### config.mk
export PLATFORM = sky130hd
export DESIGN_NAME = nf10_wrr_grant_scheduler
export DESIGN_NICKNAME = d
export VERILOG_FILES = /design/src/rtl/nf10_wrr_grant_scheduler.sv
export SDC_FILE = /design/constraint.sdc
export NUM_CORES = 1
export LEC_CHECK = 0
export BUFFER_PORTS_ARGS = -buffer_cell sky130_fd_sc_hd__buf_2
export CAP_MARGIN = 20
export CORE_MARGIN = 2
export CORE_UTILIZATION = 45
export CTS_CLUSTER_SIZE = 12
export DETAILED_ROUTE_END_ITERATION = 8
export GPL_ROUTABILITY_DRIVEN = 0
export PLACE_DENSITY = 0.74
export SYNTH_ARGS = -nofsm -noshare
export SYNTH_HDL_FRONTEND = slang
export SYNTH_SLANG_ARGS = --single-unit
### constraint.sdc
create_clock -name axi_aclk -period 9.96 [get_ports axi_aclk]
set_clock_uncertainty 0.2 [all_clocks]
set_input_delay 1.992 -clock axi_aclk [delete_from_list [all_inputs] [get_ports axi_aclk]]
set_output_delay 1.992 -clock axi_aclk [all_outputs]
set_load 0.005 [all_outputs]
### src/rtl/nf10_wrr_grant_scheduler.sv
// Packet-granular weighted round-robin grant scheduler with per-port saturating packet counters.
// Latency: grant one cycle after an eligible request is sampled in ARB; exactly one idle ARB cycle between packets.
// Backpressure: grant held through stalled/non-last beats; releases only on an accepted tlast beat.
module nf10_wrr_grant_scheduler #(
  parameter int C_NUM_PORTS    = 5,
  parameter int C_WEIGHT_WIDTH = 4,
  parameter int C_CNT_WIDTH    = 32
) (
  input  logic                                    axi_aclk,
  input  logic                                    axi_reset,
  input  logic [C_NUM_PORTS-1:0]                  req,
  input  logic [C_NUM_PORTS*C_WEIGHT_WIDTH-1:0]   weight_flat,
  input  logic                                    out_tvalid,
  input  logic                                    out_tready,
  input  logic                                    out_tlast,
  output logic [C_NUM_PORTS-1:0]                  grant,
  output logic                                    grant_valid,
  input  logic [2:0]                              stat_sel,
  input  logic                                    stat_clear,
  output logic [C_CNT_WIDTH-1:0]                  stat_count
);

  localparam int N     = C_NUM_PORTS;
  localparam int W     = C_WEIGHT_WIDTH;
  localparam int CUR_W = $clog2(C_NUM_PORTS);

  typedef enum logic {ST_ARB = 1'b0, ST_PKT = 1'b1} state_t;

  state_t           state, state_nxt;
  logic [CUR_W-1:0] cur, cur_nxt;
  logic [W-1:0]     credit, credit_nxt;
  // held=0 after reset: no port owns a run yet, so the first pick comes from the scan (port 0).
  logic             held, held_nxt;
  logic             pkt_done;
  logic             eop;

  logic [W-1:0]     weight [N];
  logic [N-1:0]     eligible;

  logic             scan_found;
  logic [CUR_W-1:0] scan_pick;
  logic [CUR_W-1:0] scan_idx;

  logic [C_CNT_WIDTH-1:0] counter [N];
  logic [C_CNT_WIDTH-1:0] sel_val;

  assign eop = out_tvalid & out_tready & out_tlast;

  // Unpack weights and derive per-port eligibility (requesting and not disabled).
  always_comb begin
    eligible = '0;
    for (int i = 0; i < N; i++) begin
      weight[i]   = weight_flat[i*W +: W];
      eligible[i] = req[i] & (weight_flat[i*W +: W] != '0);
    end
  end

  // Round-robin scan: first eligible port after cur, wrapping so cur itself is checked last.
  always_comb begin
    scan_found = 1'b0;
    scan_pick  = cur;
    scan_idx   = cur;
    for (int k = 1; k <= N; k++) begin
      scan_idx = CUR_W'((int'(cur) + k) % N);
      if (!scan_found && eligible[scan_idx]) begin
        scan_found = 1'b1;
        scan_pick  = scan_idx;
      end
    end
  end

  // Next-state and grant outputs: keep the current port while credit remains, else rotate.
  always_comb begin
    state_nxt   = state;
    cur_nxt     = cur;
    credit_nxt  = credit;
    held_nxt    = held;
    pkt_done    = 1'b0;
    grant       = '0;
    grant_valid = 1'b0;
    unique case (state)
      ST_ARB: begin
        if (held && eligible[cur] && (credit < weight[cur])) begin
          state_nxt = ST_PKT;
        end else if (scan_found) begin
          cur_nxt    = scan_pick;
          credit_nxt = '0;
          held_nxt   = 1'b1;
          state_nxt  = ST_PKT;
        end
      end
      ST_PKT: begin
        grant[cur]  = 1'b1;
        grant_valid = 1'b1;
        if (eop) begin
          pkt_done  = 1'b1;
          state_nxt = ST_ARB;
          if (credit != '1) begin
            credit_nxt = credit + W'(1);
          end
        end
      end
      default: state_nxt = ST_ARB;
    endcase
  end

  // FSM state register; reset points cur at the last port so the scan starts at port 0.
  always_ff @(posedge axi_aclk or posedge axi_reset) begin
    if (axi_reset) begin
      state  <= ST_ARB;
      cur    <= CUR_W'(N - 1);
      credit <= '0;
      held   <= 1'b0;
    end else begin
      state  <= state_nxt;
      cur    <= cur_nxt;
      credit <= credit_nxt;
      held   <= held_nxt;
    end
  end

  // Per-port saturating packet counters; clear wins over a same-cycle increment.
  always_ff @(posedge axi_aclk or posedge axi_reset) begin
    if (axi_reset) begin
      for (int i = 0; i < N; i++) begin
        counter[i] <= '0;
      end
    end else begin
      for (int i = 0; i < N; i++) begin
        if (stat_clear) begin
          counter[i] <= '0;
        end else if (pkt_done && (cur == CUR_W'(i)) && (counter[i] != '1)) begin
          counter[i] <= counter[i] + C_CNT_WIDTH'(1);
        end
      end
    end
  end

  // Readback mux; out-of-range selects read zero.
  always_comb begin
    sel_val = '0;
    for (int i = 0; i < N; i++) begin
      if (stat_sel == 3'(i)) begin
        sel_val = counter[i];
      end
    end
  end

  // Registered readback so stat_count lags stat_sel by one cycle.
  always_ff @(posedge axi_aclk or posedge axi_reset) begin
    if (axi_reset) begin
      stat_count <= '0;
    end else begin
      stat_count <= sel_val;
    end
  end

endmodule

==> results.md <==
- The post-CTS setup buffer count is 0.
- In this run the register-to-register setup slack is 4910 ps.
- The biggest area consumer among synthesized cells is sky130_fd_sc_hd__dfrtp_1.
- The routed wire length per instance is roughly 18 um.
- On the critical path, the stage with the largest delay is an instance of sky130_fd_sc_hd__dfrtp_1.
- The library cell appearing most often on the critical path is sky130_fd_sc_hd__ha_1.
- The number of distinct library cell variants in the gate-level netlist after synthesis is 77.
- The full die area is between 0.02 and 0.03 mm2.
- The count of pins on the block boundary is 72.
- The data required time of the critical path is about 10000 ps.
- The final worst-path cycle share is between 50% and 60%.
- For the pin with the worst max-slew slack, the measured transition is 1220 ps.
- The type of destination of the critical path is a register.
- The detailed-route DRC error count is 0.
- In the synthesized netlist the dominant register cell turns out to be sky130_fd_sc_hd__dfrtp_1.
- The area added between synthesis and finish is 10.0%.
- After detailed routing, the number of vias per cell comes to approximately 5.9.
- The switching portion of total power is between 30% and 40%.
- Buffers placed on the I/O ports in this run total between 70 and 80.
- The number of buffer and inverter stages on the critical path is 1.
- The pin count of the biggest net entering global routing is 131.
- In this run the tightest slew margin relative to its limit is 17.3%.
- The number of setup violations in the final report is 0.
- The type of the setup path with the least slack is register to register.
- The initial core utilization is between 40 and 50%.
- The class of the tightest hold or removal check is register to register.
- For this run, the number of Yosys warnings is 0.
- VDD sags by at most ~0.13 mV.
- Summed over all cells, the static leakage comes to slightly below 6 nW.
- For this run, the top clock speed supported by timing is between 150 and 200 MHz.
- The worst reg2reg path startpoint is cur[1].
- The sequential power share is roughly 30%.
- Cells with a size suffix above 1 make up between 10% and 20% of the layout.
- The number of search-and-repair iterations in the first detailed-routing pass is 6.
- After synthesis, flip-flops and latches occupy 40.5% of the total area.
- The number of endpoints with negative hold slack in the final report is 0.
- The die span in x is roughly 170 um.
- The fraction of power consumed by combinational cells is 44.6%.
- The analysis attributes to net switching a power of 1.14 mW.
- In the final design database the tool counted roughly 1500 nets.
- Along the worst path, the maximum fanout reaches 16.
- The largest stage delay on the critical path is 740 ps.
- The design internal power is between 1.5 and 2 mW.
- The worst setup path is launched from a register.
- The number of pins exceeding their max-slew limit in the final report came to 0.
- The placement row count is 60.
- After legalization and detailed placement, the total HPWL measured 21600 um.
- Overall power consumption after layout is estimated at about 2.9 mW.
- Setup repair after global routing left no endpoint under its margin.
- The clock passes through at most 3 buffers.
- Post-CTS repair changed the size of 0 cells.
- The number of cells on the worst hold path is 1.
- Ranked by total cell area, the synthesized netlist is headed by sky130_fd_sc_hd__dfrtp_1 40%, sky130_fd_sc_hd__xor2_1 7.6%, sky130_fd_sc_hd__nor2_1 6.3%.
- The critical path depth in cells is 15.
- In this run the most critical hold path is launched from held.
- CTS built an H-tree with a depth of 1.
- The reg-to-reg critical path endpoint is cur[0].
- The net count after synthesis is 1430.
- The routed via count is 10400.
- The later-pin clock latency in the skew report is between 500 and 600 ps.
- The number of DRC markers in iteration 0 is approximately 960.
- The summed instance area of the synthesized netlist is 0.0124 mm2.
- The number of nets with antenna violations after routing is 0.
- The number of maximum-capacitance constraint violations is 0.
- Traced cell by cell, the critical path runs through inv_2 -> ha_1 -> ha_1 -> nand2b_1 -> ha_1 -> or3b_1 -> a21oi_1 -> a2111oi_0 -> a21oi_1 -> a211oi_2 -> a311oi_4 -> nand4_2 -> nor2_2 -> a211oi_1 -> o32a_1.
- Broken down by cell family, the worst path's largest delay share belongs to compound AO/OA/AOI/OAI gates.
- The path with the worst hold slack has its endpoint at held.
- The fraction of synthesized cell area taken by the top area cell type is 40.3%.
- Summed over all layers, the global routing overflow is 0.
- The post-synthesis register bit count is 201.
- For this block, the routed nets add up to roughly 30000 um of wire.
- The buffer cell driving the clock tree root is sky130_fd_sc_hd__clkbuf_16.
- Dividing total power by cell area gives a power density of roughly 210 mW/mm2.
- The async set-or-reset flop fraction in the synthesized netlist is between 90% and 100%.
- The region available for standard cell placement spans roughly 0.027 mm2.
- 0 antenna diodes ended up in the layout.
- The number of global-route vias before repair is roughly 10000.
- STA puts the critical path data arrival time at 5230 ps.
- After layout, the minimum clock period comes to a little over 5000 ps.
- The filler cells instantiated in the layout total about 2500.
- Counting flops with a built-in enable in the synthesized netlist gives 0.
- In this run, the clock network consumes between 20% and 30% of the power.
- For this design, the CTS-stage hold fixing added 0 buffers.
- Clock-pin slew was measured on the worst setup and hold paths at about 60 ps.
- The height of the die is ~170 um.
- The flow ran to the end, and the final reports show no timing, DRC or antenna violations.
- The TritonCTS clock tree is built.
- The final standard cell utilization of the core is just over 50%.
- The most common library cell in the layout ignoring fill and taps is sky130_fd_sc_hd__nor2_1.
- For the final routed database, the setup TNS stands at 0 ps.
- The average instance area after synthesis is 9.15 um2.
- The initial antenna violation count is 0.
- Leaving out fill and tap cells, the most frequent cells in the layout are 207 x sky130_fd_sc_hd__nor2_1, 200 x sky130_fd_sc_hd__dfrtp_1, 108 x sky130_fd_sc_hd__xor2_1.
- Global routing consumed, over all layers together, 21.4% of the routing resources.
- The count of clock tree sinks is around 200.
- Across all hold checks on the routed design, the worst slack comes to around 270 ps.
- The first global-routing pass estimated roughly 51000 um of wire.
- The depth of the worst register-to-register path is 15.
- The number of instances in the synthesized netlist is around 1400.
- The total CTS buffers is 22.
==> worst max-delay path by stage <==
stage	from	endpoint	slack [ps]
finish	cur[1]	cur[0]	4910
floorplan	axi_reset	counter[0]	2290
global placement	out_tlast	counter[31]	4910
detailed placement	out_tlast	counter[31]	4790
global route	cur[2]	credit[0]	4510
CTS	cur[2]	credit[0]	4980
==> synth_stat cells, types with 25 or more instances <==
| library cell | instances |
|---|---|
| sky130_fd_sc_hd__xor2_1 | 108 |
| sky130_fd_sc_hd__and4_1 | 26 |
| sky130_fd_sc_hd__and3_1 | 26 |
| sky130_fd_sc_hd__mux2i_1 | 36 |
| sky130_fd_sc_hd__inv_1 | 38 |
| sky130_fd_sc_hd__a22oi_1 | 26 |
| sky130_fd_sc_hd__o21ai_0 | 45 |
| sky130_fd_sc_hd__xnor2_1 | 38 |
| sky130_fd_sc_hd__nor2_1 | 207 |
| sky130_fd_sc_hd__o22ai_1 | 25 |
| sky130_fd_sc_hd__ha_1 | 37 |
| sky130_fd_sc_hd__dfrtp_1 | 200 |
| sky130_fd_sc_hd__nand2_1 | 89 |
| sky130_fd_sc_hd__clkbuf_1 | 46 |
| sky130_fd_sc_hd__a21oi_1 | 72 |
| sky130_fd_sc_hd__nand3_1 | 71 |
| sky130_fd_sc_hd__nand4_1 | 42 |
==> registers in the layout, summed over array words and instances (netlist names) <==
register,flops
held,1
cur,3
state,1
stat_count,32
counter,160
credit,4
==> power groups by stage <==
stage | clock (mW) | sequential, mW | combinational (mW)
final | 0.751 | 0.857 | 1.29
after global routing | 0.795 | 0.860 | 1.43
after CTS | 0.759 | 0.856 | 1.27
after detailed placement | 0 | 0.871 | 1.27
after global placement | 0 | 0.870 | 1.23
after floorplan | 0 | 0.860 | 1.02
==> kinds of logic after synthesis <==
group | count (synthesis) | synth area share (%)
AOI/OAI and AO/OA | 252 | 13.8
xor gates and xnor gates | 146 | 10.3
adders and majority gates | 37 | 3.72
buffers and inverters | 103 | 3.30
DFF | 201 | 40.5
muxes | 54 | 5.83
and+or+nand+nor | 566 | 22.6
==> routing by layer <==
layer	track usage (%)	vias up	routed length, um
li1	-	4940	-
met1	31.0	5065	14200
met2	34.2	361	14100
met3	2.67	59	1860
met4	5.31	0	746
met5	0	-	0
==> worst register-to-register path: cells and delay by family, from the launching register on <==
family          cells  cell delay, ps
compound gates      7            1610
fa+ha+maj           3            1160
buf+inv             1             270
flops               1             740
simple gates        4             980
==> area by class of cell <==
class                      count  area, um2  share of cell area [%]
multi-input combinational   1055       6990                    51.1
sequential                   201       5030                    36.8
clock buffer                  35        619                    4.53
tap                          341        427                    3.12
timing repair buffer          79        415                    3.04
inverter                      41        161                    1.18
clock inverter                 3       32.5                   0.238
==> through the flow <==
stage          worst slack (ps)  cell area (um2)  std cells
2_1_floorplan              2290            12400       1359
3_3_place_gp               4910            13000       1716
3_5_place_dp               4790            13000       1716
4_1_cts                    4980            13700       1754
5_1_grt                    4510            13700       1755
6_report                   4910            13700       1755
Power figures use the tool's default switching activity.
